<file path="config.mk">
export PLATFORM = sky130hd
export DESIGN_NAME = dma_dreq_agent
export DESIGN_NICKNAME = d
export VERILOG_FILES = /design/src/rtl/dma_dreq_agent.sv
export SDC_FILE = /design/constraint.sdc
export NUM_CORES = 1
export LEC_CHECK = 0
export BUFFER_PORTS_ARGS = -buffer_cell sky130_fd_sc_hd__buf_2
export CORE_MARGIN = 2
export CORE_UTILIZATION = 55
export DETAILED_ROUTE_END_ITERATION = 7
export PLACE_DENSITY_LB_ADDON = 0.2
export SYNTH_ARGS = -nofsm -noshare
export SYNTH_HDL_FRONTEND = slang
export SYNTH_SLANG_ARGS = --single-unit
</file>
<file path="constraint.sdc">
create_clock -name CLK -period 4.2 [get_ports CLK]
set_clock_uncertainty 0.2 [all_clocks]
set_input_delay 0.84 -clock CLK [delete_from_list [all_inputs] [get_ports CLK]]
set_output_delay 0.84 -clock CLK [all_outputs]
set_load 0.02 [all_outputs]
</file>
<file path="src/rtl/dma_dreq_agent.sv">
// dma_dreq_agent: device-side DREQ/DACK agent for an 8237A-style DMA controller.
// Device bytes are queued in a small FIFO; DREQ is raised once the level reaches
// THRESH and one byte is drained per IOR_N strobe while DACK is active. Single or
// demand release, terminal count via EOP_N.
// Optional build macro: DMA_AGENT_SYNC_EN puts DACK, IOR_N and EOP_N through a
// two-flop synchronizer, which moves every response to them two cycles later.
module dma_dreq_agent #(
    parameter int DEPTH  = 8,
    parameter int THRESH = 1
) (
    input  logic                   CLK,
    input  logic                   RESET,
    input  logic                   dreqActiveLow,
    input  logic                   dackActiveLow,
    input  logic                   demandMode,
    input  logic                   devValid,
    input  logic [7:0]             devData,
    output logic                   devReady,
    output logic                   DREQ,
    input  logic                   DACK,
    input  logic                   IOR_N,
    input  logic                   EOP_N,
    output logic [7:0]             DB,
    output logic                   DBEn,
    output logic [$clog2(DEPTH):0] level,
    output logic                   tcDone
);

    localparam int AW   = $clog2(DEPTH);
    localparam int LVLW = AW + 1;
    localparam logic [LVLW-1:0] FULL_LVL = LVLW'(DEPTH);
    localparam logic [LVLW-1:0] THR_LVL  = LVLW'(THRESH);

    typedef enum logic [1:0] {
        IDLE = 2'd0,
        REQ  = 2'd1,
        XFER = 2'd2,
        REL  = 2'd3
    } state_t;

    state_t            state_q;
    logic              req_q;
    logic              tc_q;
    logic              demand_q;
    logic              ack_q;
    logic              ior_q;
    logic [AW:0]       wr_q;
    logic [AW:0]       rd_q;
    logic [7:0]        mem_q [DEPTH];

    logic              ack_in_s;
    logic              ior_in_s;
    logic              eop_in_s;
    logic [LVLW-1:0]   lvl_s;
    logic [LVLW-1:0]   lvl_next_s;
    logic              full_s;
    logic              pop_s;
    logic              push_s;
    logic              eop_s;
    logic              dben_s;
    logic [7:0]        head_s;

`ifdef DMA_AGENT_SYNC_EN
    logic [1:0] ack_sync_q;
    logic [1:0] ior_sync_q;
    logic [1:0] eop_sync_q;

    // Two-flop synchronizers; reset to the inactive level of each strobe.
    always_ff @(posedge CLK or posedge RESET) begin
        if (RESET) begin
            ack_sync_q <= 2'b00;
            ior_sync_q <= 2'b11;
            eop_sync_q <= 2'b11;
        end else begin
            ack_sync_q <= {ack_sync_q[0], DACK ^ dackActiveLow};
            ior_sync_q <= {ior_sync_q[0], IOR_N};
            eop_sync_q <= {eop_sync_q[0], EOP_N};
        end
    end

    assign ack_in_s = ack_sync_q[1];
    assign ior_in_s = ior_sync_q[1];
    assign eop_in_s = eop_sync_q[1];
`else
    assign ack_in_s = DACK ^ dackActiveLow;
    assign ior_in_s = IOR_N;
    assign eop_in_s = EOP_N;
`endif

    // FIFO occupancy and handshake decode; a pop frees a slot for a same-cycle push.
    assign lvl_s  = wr_q - rd_q;
    assign full_s = (lvl_s == FULL_LVL);
    assign head_s = mem_q[rd_q[AW-1:0]];
    assign pop_s  = (state_q == XFER) && ack_in_s && ior_in_s && !ior_q
                    && (lvl_s != {LVLW{1'b0}});
    assign push_s = devValid && (!full_s || pop_s);
    assign eop_s  = ((state_q == REQ) || (state_q == XFER)) && ack_in_s && !eop_in_s;
    assign dben_s = (state_q == XFER) && ack_q && !ior_q;

    // Level after this edge's push/pop, used for the demand-mode release decision.
    always_comb begin
        lvl_next_s = lvl_s;
        if (push_s && !pop_s) begin
            lvl_next_s = lvl_s + LVLW'(1);
        end else if (pop_s && !push_s) begin
            lvl_next_s = lvl_s - LVLW'(1);
        end else begin
            lvl_next_s = lvl_s;
        end
    end

    // Registered copies of acknowledge and read strobe for edge detect and bus drive.
    always_ff @(posedge CLK or posedge RESET) begin
        if (RESET) begin
            ack_q <= 1'b0;
            ior_q <= 1'b1;
        end else begin
            ack_q <= ack_in_s;
            ior_q <= ior_in_s;
        end
    end

    // FIFO read and write pointers; reset empties the buffer.
    always_ff @(posedge CLK or posedge RESET) begin
        if (RESET) begin
            wr_q <= '0;
            rd_q <= '0;
        end else begin
            if (push_s) begin
                wr_q <= wr_q + (AW+1)'(1);
            end
            if (pop_s) begin
                rd_q <= rd_q + (AW+1)'(1);
            end
        end
    end

    // FIFO storage write port; contents need no reset since pointers gate reads.
    always_ff @(posedge CLK) begin
        if (push_s) begin
            mem_q[wr_q[AW-1:0]] <= devData;
        end
    end

    // Request FSM with registered request and terminal-count pulse.
    always_ff @(posedge CLK or posedge RESET) begin
        if (RESET) begin
            state_q  <= IDLE;
            req_q    <= 1'b0;
            tc_q     <= 1'b0;
            demand_q <= 1'b0;
        end else begin
            tc_q <= 1'b0;
            case (state_q)
                IDLE: begin
                    if (lvl_s >= THR_LVL) begin
                        demand_q <= demandMode;
                        req_q    <= 1'b1;
                        state_q  <= REQ;
                    end
                end
                REQ: begin
                    if (eop_s) begin
                        req_q   <= 1'b0;
                        tc_q    <= 1'b1;
                        state_q <= REL;
                    end else if (ack_in_s) begin
                        state_q <= XFER;
                    end
                end
                XFER: begin
                    if (eop_s) begin
                        req_q   <= 1'b0;
                        tc_q    <= 1'b1;
                        state_q <= REL;
                    end else if (pop_s) begin
                        if (!demand_q || (lvl_next_s == {LVLW{1'b0}})) begin
                            req_q   <= 1'b0;
                            state_q <= REL;
                        end
                    end
                end
                REL: begin
                    req_q <= 1'b0;
                    if (!ack_in_s) begin
                        state_q <= IDLE;
                    end
                end
                default: begin
                    req_q   <= 1'b0;
                    state_q <= IDLE;
                end
            endcase
        end
    end

    assign DREQ     = req_q ^ dreqActiveLow;
    assign DBEn     = dben_s;
    assign DB       = dben_s ? head_s : 8'h00;
    assign level    = lvl_s;
    assign devReady = !full_s;
    assign tcDone   = tc_q;

endmodule

</file>
# Word level (Yosys, flattened, before mapping)
# Memory sizes are Yosys's and may differ from the RTL's.
# Cells that the tools add are included.
[totals]
reg_bits = 15
mem_bits_rw = 64
inputBits = 17
output_inout_bits = 16
wordCells = 75
mem_count = 1
[classes]
n_addsub = 5
order_cmp = 1
eq_ne = 10
mux = 21
bitwise = 2
reduce_logical = 27
[mem_list]
columns = ["memory", "depth", "width", "read_ports", "rd_clocked_by_memory_dff", "write_ports", "line_no", "rtl"]
rows = [
  ["mem_q", 8, 8, 1, 0, 1, "49", "logic [7:0] mem_q [DEPTH];"],
]
[ops]
columns = ["op", "count"]
rows = [
  ["$mux W2", 7],
  ["$add A4 B1 Y4 const B", 3],
  ["$logic_and A1 B1 Y1", 11],
  ["$mux W1", 9],
  ["$mux W4", 2],
  ["$mux W8", 1],
  ["$pmux W2 S4", 1],
  ["$logic_not A1 Y1", 6],
  ["$ne A2 B2 Y1 const B", 3],
  ["$ne A3 B3 Y1 const B", 2],
  ["$reduce_and A5 Y1", 1],
  ["$eq A2 B2 Y1 const B", 2],
  ["$eq A4 B4 Y1 const B", 1],
  ["$ge A4 B1 Y1 const B", 1],
  ["$logic_not A4 Y1", 1],
  ["$pmux W1 S4", 1],
  ["$reduce_and A4 Y1", 1],
  ["$reduce_bool A4 Y1", 1],
  ["$sub A4 B1 Y4 const B", 1],
  ["$sub A4 B4 Y4", 1],
  ["$logic_or A1 B1 Y1", 3],
  ["$ne A3 B2 Y1 const B", 1],
  ["$eq A2 B1 Y1 const B", 1],
  ["$logic_not A2 Y1", 1],
  ["3 further kinds", 4],
]

# Depth between registers and ports, before layout
# Gate-level depths: netlist (run 1).
[logic_depth]
depth_word = 17
mapped_depth = 11
mapped_depth_nobuf = 11

# Least setup slack after synthesis (run 1)
# Ideal clock, no wire load.
[synth_timing]
path_kind = "register -> register"
startpoint = "register rd_q[1]"
endpoint = "memory mem_q[0][0] (enable)"
setup_time_ns = 0.383
t_arrival_ns = 3.162
required_ns = 3.617
path_slack_ns = 0.455
stages_incl_launch_ff = 11
n_path_buf = 2
period_less_slack_ns = 3.745
cell_sequence = "dfrtp_1 -> clkbuf_1 -> clkbuf_1 -> inv_1 -> ha_1 -> and3b_1 -> or3_1 -> nand2_1 -> o31ai_1 -> or2_2 -> nor3_1"
[synth_between]
elab_chain_len = 7
elab_cells_between_ends = 9
classes_between = "add/sub (1); eq/ne (1); mux (2); reduce/logical (5)"
[synth_rtl]
columns = ["element", "line_no", "rtl"]
rows = [
  ["from (decl)", "48", "logic [AW:0] rd_q;"],
  ["from (signal assigned)", "133", "rd_q <= rd_q + (AW+1)'(1);"],
  ["$sub A4 B4 Y4 (*)", "91", "assign lvl_s = wr_q - rd_q;"],
  ["$eq A4 B4 Y1 / $reduce_bool A4 Y1 (equally long branches)", "92, 95", ""],
  ["$logic_not A1 Y1 / $logic_and A1 B1 Y1 (equally long branches)", "96, 95", ""],
  ["$logic_or A1 B1 Y1 (*)", "96", "assign push_s = devValid && (!full_s || pop_s);"],
  ["$logic_and A1 B1 Y1 (*)", "96", ""],
  ["$mux W1 (*)", "140", "if (push_s) begin"],
  ["$mux W1 (implied by the code) (*)", "141", "mem_q[wr_q[AW-1:0]] <= devData;"],
  ["to (decl)", "49", ""],
]
# Mark *: on every way between the ends. The rest lies on a longest branch, timed or not.

# Final worst setup path (run 1)
[layout_timing]
startpoint = "register rd_q[2]"
endpoint = "output devReady"
[layout_between]
elab_chain_len = 3
[layout_rtl]
columns = ["element", "line_no", "rtl"]
rows = [
  ["$sub A4 B4 Y4", "91", ""],
  ["$eq A4 B4 Y1", "92", "assign full_s = (lvl_s == FULL_LVL);"],
  ["$logic_not A1 Y1", "201", "assign devReady = !full_s;"],
  ["to (decl)", "18", "output logic devReady,"],
]
# No other way between the ends.

==> impl_metrics.json, run 1 <==
{
  "status": "complete, no violations",
  "hold_viol_final": 0,
  "worstPathArrival_ns": 2.95,
  "rsz0062_at_grt": "no",
  "p_sw_mw": 1.19,
  "final_nets": 315,
  "power_frac_seq_pct": 35.4,
  "setup.worst_path.start_class": "flop",
  "ir_worst_vdd_v": 0.000619,
  "worst_setup_path_end_kind": "primary output",
  "combPwrFrac_pct": 44.7,
  "p_leak_nw": 1.58,
  "dp_cells": 350,
  "fmax_ghz": 0.251,
  "slew_violations": 0,
  "p_int_mw": 1.94,
  "cts-root-buf": "clkbuf_8",
  "ys_dominant_reg_cell": "edfxtp_1",
  "ys_ff_latch": 79,
  "dp_hpwl_um": 4560,
  "routedWlPerCell_um": 18.3,
  "numCtsBuffers": 9,
  "gp_congestion": 0.827,
  "die_height_um": 84.6,
  "synth_largest_area_cell": "edfxtp_1",
  "max_slew_margin_pct": 41.5,
  "multiInputGateArea_um2": 1200,
  "grt_overflow": 0,
  "drv_cap": 0,
  "path_clk_slew_ns": 0.08,
  "clock_power_share_pct": 20.0,
  "netlist_instances": 237,
  "ys_seq_area_share_pct": 64.3,
  "required_ns": 3.16,
  "num_rows": 29,
  "worst_slew_pin_slew_ns": 0.874,
  "ioPinCount": 33,
  "final-seq-area_um2": 2300,
  "grt_pass1_wl_um": 10800,
  "hold_slack_ns": 0.289,
  "antenna_found_initial": 0,
  "synth_cell_type_count": 46,
  "stdcell_count": 366,
  "switching_share_pct": 38.1,
  "worstHoldPathType": "flop to flop",
  "start_util_pct": 56.6,
  "netlist.area_leader.share_pct": 53.8,
  "cts_resized": 0,
  "cp_max_fo": 11,
  "synth_nets": 268,
  "drive_above_1_share_pct": 27.7,
  "postCtsSetupBuffers": 0,
  "worstSetupPathType": "flop to primary output",
  "antenna_left": 0,
  "core_um2": 6310,
  "setup_tns_ns": 0,
  "portBuffers": 32,
  "period_needed_ns": 3.99,
  "grt_max_degree": 20,
  "vias_per_cell": 5.61,
  "synth_edf_count": 64,
  "die_x_um": 84.6,
  "dr.pass1.iters": 4,
  "fin_crit_sh_pct": 95.0,
  "num_vias": 2053,
  "power_density_nw_per_um2": 765,
  "diodes": 0,
  "cts.sinks": 79,
  "cts.path.max_buffers": 2,
  "fillCellCount": 458,
  "drc": 0,
  "synth.area.top_cells": "edfxtp_1 (54%), mux4_2 (10%), dfrtp_1 (9.8%)",
  "insertion_delay_ns": 0.35,
  "syn-cell-area_um2": 3570,
  "drt_first_iter_violations": 172,
  "setup_viol": 0,
  "yosysWarningCount": 0,
  "routed_wl_um": 6690,
  "htree_levels": 3,
  "grt.total_usage_pct": 20.6,
  "final_common_cell": "edfxtp_1",
  "ctsHoldBuffers": 0,
  "mostFrequentLayoutCells": "edfxtp_1 (64), buf_2 (32), nand2_1 (26), mux4_2 (16)",
  "async_flop_share_pct": 19.0,
  "area_growth_pct": 14.7,
  "grt_pass1_vias": 2057,
  "cts_tree": "yes",
  "die_area_um2": 7160,
  "avgSynthCellArea_um2": 15.1
}
-- stage by stage --
stage               instance area (um^2)  total power [mW]  setup WS, ns  utilization (%)
finish                              4100              3.14         0.208             64.9
global route                        4100              3.36        0.0753             64.9
CTS                                 4100              3.16         0.220             64.9
detailed placement                  3880              2.52         0.464             61.4
global placement                    3880              2.51         0.568             61.4
floorplan                           3570              2.16         0.455                -
-- logic make-up (layout without fill, tap and decap cells) --
| kind of cell | after synthesis | count (layout) | synth area share, % |
|---|---|---|---|
| DFF | 79 | 79 | 64.3 |
| xor gates and xnor gates | 11 | 11 | 2.91 |
| and+or+nand+nor | 61 | 61 | 8.16 |
| adders and majority gates | 14 | 14 | 5.11 |
| AOI/OAI and AO/OA | 31 | 31 | 5.71 |
| muxes | 21 | 21 | 11.6 |
| buffers and inverters | 20 | 72 | 2.17 |
-- sequential cells by signal, indices dropped and copies added (netlist names) --
register,count
tcDone,1
state_q,2
wr_q,4
req_q,1
mem_q,64
ior_q,1
rd_q,4
demand_q,1
ack_q,1
-- worst max-delay path, stage by stage (launching register included) --
cell and delay [ns]:
dfrtp_1 0.61, clkinv_1 0.39, ha_1 0.47, and3b_1 0.24, or3_1 0.39, nand2_1 0.18, inv_1 0.11, nand2_1 0.06
buf_2 0.15
-- routing by layer --
metal	part of all wire [%]	vias to the layer above	track usage [%]	wire, um
li1	-	984	-	-
met1	46	1011	30.1	3080
met2	48	48	30.3	3200
met3	4.4	10	3.34	294
met4	1.7	0	10.2	116
met5	0	-	0	0
-- synthesized netlist by cell type, types with 2 or more instances --
| master | number |
|---|---|
| mux2_1 | 2 |
| mux4_2 | 16 |
| o31ai_1 | 2 |
| nor2b_1 | 4 |
| a21oi_1 | 11 |
| mux2_2 | 2 |
| o21ai_0 | 3 |
| inv_1 | 14 |
| nand2_1 | 26 |
| buf_2 | 2 |
| a21o_1 | 2 |
| nor2_1 | 13 |
| xor2_1 | 5 |
| edfxtp_1 | 64 |
| nand3b_1 | 2 |
| nor3_1 | 4 |
| ha_1 | 13 |
| and3b_1 | 2 |
| a211oi_1 | 2 |
| a31oi_1 | 2 |
| dfrtp_1 | 14 |
| clkbuf_1 | 3 |
| xnor2_1 | 5 |
| nand4_1 | 2 |
-- path summary, 6_finish.rpt --
check | end | slack, ns | cells after the start | start
max | devReady | 0.21 | 8 | rd_q[2]$_DFFE_PP0P_
min | wr_q[3]$_DFFE_PP0P_ | 0.29 | 1 | wr_q[3]$_DFFE_PP0P_
max reg2reg | mem_q[1][1]$_DFFE_PP_ | 0.39 | 9 | rd_q[2]$_DFFE_PP0P_
min reg2reg | wr_q[3]$_DFFE_PP0P_ | 0.29 | 1 | wr_q[3]$_DFFE_PP0P_
max in group asynchronous | wr_q[3]$_DFFE_PP0P_ | 3.05 | 2 | RESET
min in group asynchronous | ack_q$_DFF_PP0_ | 0.34 | 2 | RESET
-- power by group through the flow --
stage          logic [mW]  registers (mW)  clock network (mW)
5_1_grt              1.56            1.13               0.667
2_1_floorplan        1.07            1.10                   0
4_1_cts              1.41            1.11               0.638
6_report             1.40            1.11               0.626
3_5_place_dp         1.40            1.12                   0
3_3_place_gp         1.39            1.12                   0
-- cell type report --
type	instances	area share, %
Multi-Input combinational cell	138	29.2
Tap cell	77	2.35
Timing Repair Buffer	41	5.56
Inverter	15	1.37
Sequential cell	79	56.1
Clock buffer	10	3.11
Clock inverter	6	2.29
(Power assumes the default switching activity.)
==> run 2, diff against run 1 <==
- clock period: 4.2 -> 4.5 ns (I/O delays scaled with it)
==> run 2 against run 1 <==
  * Die area did not move
  * Sequential power fell by 5%
  * Worst hold slack improved by 0.031 ns
  * Setup slack improved by 0.36 ns
  * Clock-buffer cell count fell by 1
  * Critical path type unchanged
  * Register-to-register slack improved by 0.28 ns
  * Global-route usage rose by 0.41 points
  * Wire length rose by 1.5%
  * Non-clock buffer count fell by 5
  * Cell count fell by 1.4%
  * Final area fell by 1.3%
==> impl_metrics.json, run 2 (same netlist as run 1, synthesis figures left out) <==
{
  "insertion_delay_ns": 0.34,
  "grt_pass1_wl_um": 11000,
  "cts-root-buf": "clkbuf_8",
  "grt_pass1_vias": 2104,
  "portBuffers": 32,
  "dr.pass1.iters": 4,
  "final_common_cell": "edfxtp_1",
  "fin_crit_sh_pct": 87.5,
  "largest_reg_flops": 64,
  "required_ns": 3.40,
  "grt_overflow": 0,
  "slowest_delay_ns": 0.57,
  "vias_per_cell": 5.80,
  "area_growth_pct": 13.1,
  "final_nets": 310,
  "drc": 0,
  "cts.sinks": 79,
  "utilization_pct": 64.0,
  "grt_max_degree": 20,
  "fmax_ghz": 0.254,
  "slowest_stage": "dfrtp_1",
  "setup_viol": 0,
  "power_density_nw_per_um2": 709,
  "worstPathBufferInverterCount": 3,
  "cpMostUsedCell": "nand2_1",
  "num_vias": 2093,
  "p_total_mw": 2.86,
  "hold_path_startpoint": "req_q$_DFFE_PP0P_",
  "r2r_start": "rd_q[2]$_DFFE_PP0P_",
  "p_leak_nw": 1.55,
  "diodes": 0,
  "die_height_um": 84.6,
  "ctsHoldBuffers": 0,
  "drt_first_iter_violations": 207,
  "m1WireLength_um": 3200,
  "antenna_found_initial": 0,
  "worstPathArrival_ns": 2.84,
  "dp_hpwl_um": 4890,
  "cp.depth": 8,
  "stdcell_count": 361,
  "worstHoldPathType": "flop to flop",
  "core_um2": 6310,
  "hold_viol_final": 0,
  "antenna_left": 0,
  "mostFrequentLayoutCells": "edfxtp_1 (64), buf_2 (32), nand2_1 (26), mux4_2 (16)",
  "hold_slack_ns": 0.320,
  "worstPathCellList": "clkinv_1 -> ha_1 -> and3b_1 -> or3_1 -> nand2_1 -> inv_1 -> nand2_1 -> buf_2",
  "setup.worst_path.start_class": "flop",
  "routed.top_layer": "met4",
  "slew_violations": 0,
  "rrSetupSlack_ns": 0.67,
  "worstSetupPathType": "flop to primary output",
  "met3WireLength_um": 466,
  "die_x_um": 84.6,
  "cts_resized": 0,
  "worst_setup_path_end_kind": "primary output",
  "multiInputGateArea_um2": 1200,
  "max_slew_margin_pct": 45.5,
  "drv_cap": 0,
  "dp_cells": 345,
  "fillCellCount": 495,
  "crit_family": "simple AND/OR/NAND/NOR gates",
  "status": "complete, no violations",
  "worst_slew_pin_slew_ns": 0.814,
  "cp_max_fo": 11,
  "reg2reg_to": "mem_q[1][7]$_DFFE_PP_",
  "ioPinCount": 33,
  "cts_tree": "yes",
  "final-seq-area_um2": 2300,
  "rsz0062_at_grt": "no",
  "start_util_pct": 56.6,
  "die_area_um2": 7160,
  "htree_levels": 3,
  "drive_above_1_share_pct": 26.8,
  "numCtsBuffers": 9,
  "holdPathStages": 1,
  "gp_congestion": 0.826,
  "setup_tns_ns": 0,
  "routed_wl_um": 6780,
  "crit_end": "devReady",
  "rr_worst_depth": 8,
  "routedWlPerCell_um": 18.8,
  "postCtsSetupBuffers": 0,
  "ir_worst_vdd_v": 0.000431,
  "path_clk_slew_ns": 0.08,
  "grt.total_usage_pct": 21.0,
  "critPathLaunch": "rd_q[2]$_DFFE_PP0P_",
  "met2WireLength_um": 3090,
  "period_needed_ns": 3.94,
  "num_rows": 29,
  "cts.path.max_buffers": 2
}
## run 2: cell count changes in the layout (fill, tap and decap cells not counted)
cell        change
buf_4           -5
bufinv_16       -1
clkbuf_1        -1
clkinvlp_4      +1
inv_6           +1
## run 2: layer usage
layer / GRT usage, % / up-vias
met5: 0 / -
met4: 7.79 / 0
met3: 4.33 / 2
met2: 28.8 / 68
met1: 33.3 / 1041
li1: - / 982
## run 2: report_power, final
group | internal [mW] | leakage, nW | switching (mW)
combinational | 0.534 | 0.683 | 0.758
clock | 0.263 | 0.102 | 0.265
sequential | 0.949 | 0.762 | 0.0966
total | 1.75 | 1.55 | 1.12
## run 2: per-stage QoR
stage	area [um^2]	worst slack, ns
6_report	4040	0.565
5_1_grt	4040	0.403
4_1_cts	4040	0.571
3_5_place_dp	3840	0.669
3_3_place_gp	3840	0.831
2_1_floorplan	3570	0.755
## run 2: cell type report
| class | instances | area share (%) |
|---|---|---|
| multi-input combinational | 138 | 29.6 |
| sequential | 79 | 56.9 |
| timing repair buffer | 36 | 4.70 |
| inverter | 15 | 1.39 |
| clock inverter | 7 | 1.98 |
| clock buffer | 9 | 3.06 |
| tap | 77 | 2.38 |
## run 2: worst min-delay path by stage
stage	slack, ns	endpoint
2_1_floorplan	0.26	wr_q[3]$_DFFE_PP0P_
4_1_cts	0.31	demand_q$_DFFE_PP0P_
3_3_place_gp	0.28	rd_q[3]$_DFFE_PP0P_
6_report	0.32	req_q$_DFFE_PP0P_
5_1_grt	0.34	wr_q[3]$_DFFE_PP0P_
3_5_place_dp	0.29	demand_q$_DFFE_PP0P_
==> run 3, diff against run 2 <==
- CORE_UTILIZATION: 55 -> 53
- RECOVER_POWER: not set -> 50
- clock period: 4.5 -> 3.28 ns (I/O delays scaled with it)
==> run 3 against run 2 <==
  * Combinational power increased by 49%
  * Register-to-register slack lost 0.51 ns
  * Critical endpoint unchanged
  * Largest cell class unchanged
  * Largest power group unchanged
  * Sequential share of layout area shrank 1.5 points
==> impl_metrics.json, run 3 (same netlist as run 1, synthesis figures left out) <==
{
  "required_ns": 2.42,
  "num_rows": 29,
  "numCtsBuffers": 9,
  "dp_cells": 358,
  "routedWlPerCell_um": 19.0,
  "area_growth_pct": 16.2,
  "fmax_ghz": 0.317,
  "power_density_nw_per_um2": 977,
  "p_total_mw": 4.06,
  "m1WireLength_um": 3480,
  "cts_resized": 0,
  "die_x_um": 86.1,
  "slew_violations": 0,
  "grt_pass1_vias": 2133,
  "routed_wl_um": 7120,
  "setup.worst_path.start_class": "flop",
  "status": "complete, no violations",
  "worstSetupPathType": "flop to primary output",
  "period_needed_ns": 3.16,
  "utilization_pct": 64.7,
  "gp_congestion": 0.866,
  "mostFrequentLayoutCells": "edfxtp_1 (64), nand2_1 (25), buf_2 (20), mux4_2 (16), buf_4 (16)",
  "dp_hpwl_um": 4830,
  "drv_cap": 0,
  "grt.total_usage_pct": 21.3,
  "worstPathArrival_ns": 2.30,
  "postCtsSetupBuffers": 0,
  "cp_max_fo": 5,
  "vias_per_cell": 5.77,
  "cts.sinks": 79,
  "setup_viol": 0,
  "path_clk_slew_ns": 0.08,
  "drc": 0,
  "setup_tns_ns": 0,
  "p_leak_nw": 1.58,
  "grt_pass1_wl_um": 11300,
  "worstHoldPathType": "primary input to asynchronous set/reset pin",
  "htree_levels": 3,
  "met2WireLength_um": 3290,
  "routed.top_layer": "met4",
  "worst_setup_path_end_kind": "primary output",
  "antenna_found_initial": 0,
  "final_nets": 323,
  "grt_max_degree": 20,
  "fin_crit_sh_pct": 96.3,
  "diodes": 0,
  "start_util_pct": 55.6,
  "final_common_cell": "edfxtp_1",
  "ir_worst_vdd_v": 0.000430,
  "dr.pass1.iters": 4,
  "rsz0062_at_grt": "no",
  "core_um2": 6420,
  "ctsHoldBuffers": 0,
  "hold_slack_ns": 0.158,
  "max_slew_margin_pct": 57.8,
  "antenna_left": 0,
  "insertion_delay_ns": 0.35,
  "num_vias": 2158,
  "grt_overflow": 0,
  "die_area_um2": 7410,
  "cts.path.max_buffers": 2,
  "drt_first_iter_violations": 138,
  "ioPinCount": 33,
  "met3WireLength_um": 251,
  "cts_tree": "yes",
  "cts-root-buf": "clkbuf_8",
  "largest_reg_flops": 64,
  "stdcell_count": 374,
  "die_height_um": 86.1,
  "drive_above_1_share_pct": 27.9,
  "hold_viol_final": 0,
  "worst_slew_pin_slew_ns": 0.623,
  "portBuffers": 32
}
## run 3: changes by cell type in the layout (fill, tap and decap cells not counted), sizes merged
cell,change
clkinv,-2
inv,+2
clkbuf,+13
## run 3: path summary, 6_finish.rpt
kind / slack (ns) / depth (start not counted) / startpoint / to
max: 0.12 / 8 / wr_q[1]$_DFFE_PP0P_ / devReady
max reg2reg: 0.16 / 9 / wr_q[0]$_DFFE_PP0P_ / state_q[1]$_DFFE_PP0P_
min in group CLK: 0.22 / 1 / IOR_N / ior_q$_DFF_PP1_
min: 0.16 / 2 / RESET / req_q$_DFFE_PP0P_
min reg2reg: 0.30 / 1 / rd_q[3]$_DFFE_PP0P_ / rd_q[3]$_DFFE_PP0P_
max in group asynchronous: 2.30 / 2 / RESET / wr_q[1]$_DFFE_PP0P_
## run 3: critical path: stages, from the launching register on
cell     delay (ns)
dfrtp_2        0.45
buf_4          0.16
ha_1           0.29
and3b_1        0.19
or3_1          0.40
nand2_2        0.14
inv_1          0.09
nand2_1        0.06
buf_2          0.15
## run 3: cell type report
cell class	count	area, um^2
sequential	79	2300
fill	481	2270
multi-input combinational	138	1220
timing repair buffer	49	269
clock buffer	9	124
tap	77	96.3
clock inverter	7	83.8
inverter	15	56.3
## run 3: layer usage
metal  global-route usage, %  vias to the layer above
li1                        -                     1000
met5                       0                        -
met4                    9.38                        0
met3                    3.95                       10
met2                    31.4                       41
met1                    31.4                     1107
## run 3: where the power goes
group	leakage (nW)	total (mW)	internal, mW	switching (mW)
clock network	0.103	0.743	0.366	0.377
logic	0.716	1.92	0.788	1.14
registers	0.761	1.39	1.30	0.0901
total	1.58	4.06	2.46	1.60
## run 3: through the flow
stage,setup WS [ns],area [um^2]
2_1_floorplan,0.110,3600
3_3_place_gp,0.241,3960
3_5_place_dp,0.214,3960
4_1_cts,0.0531,4170
5_1_grt,0.00178,4150
6_report,0.121,4150
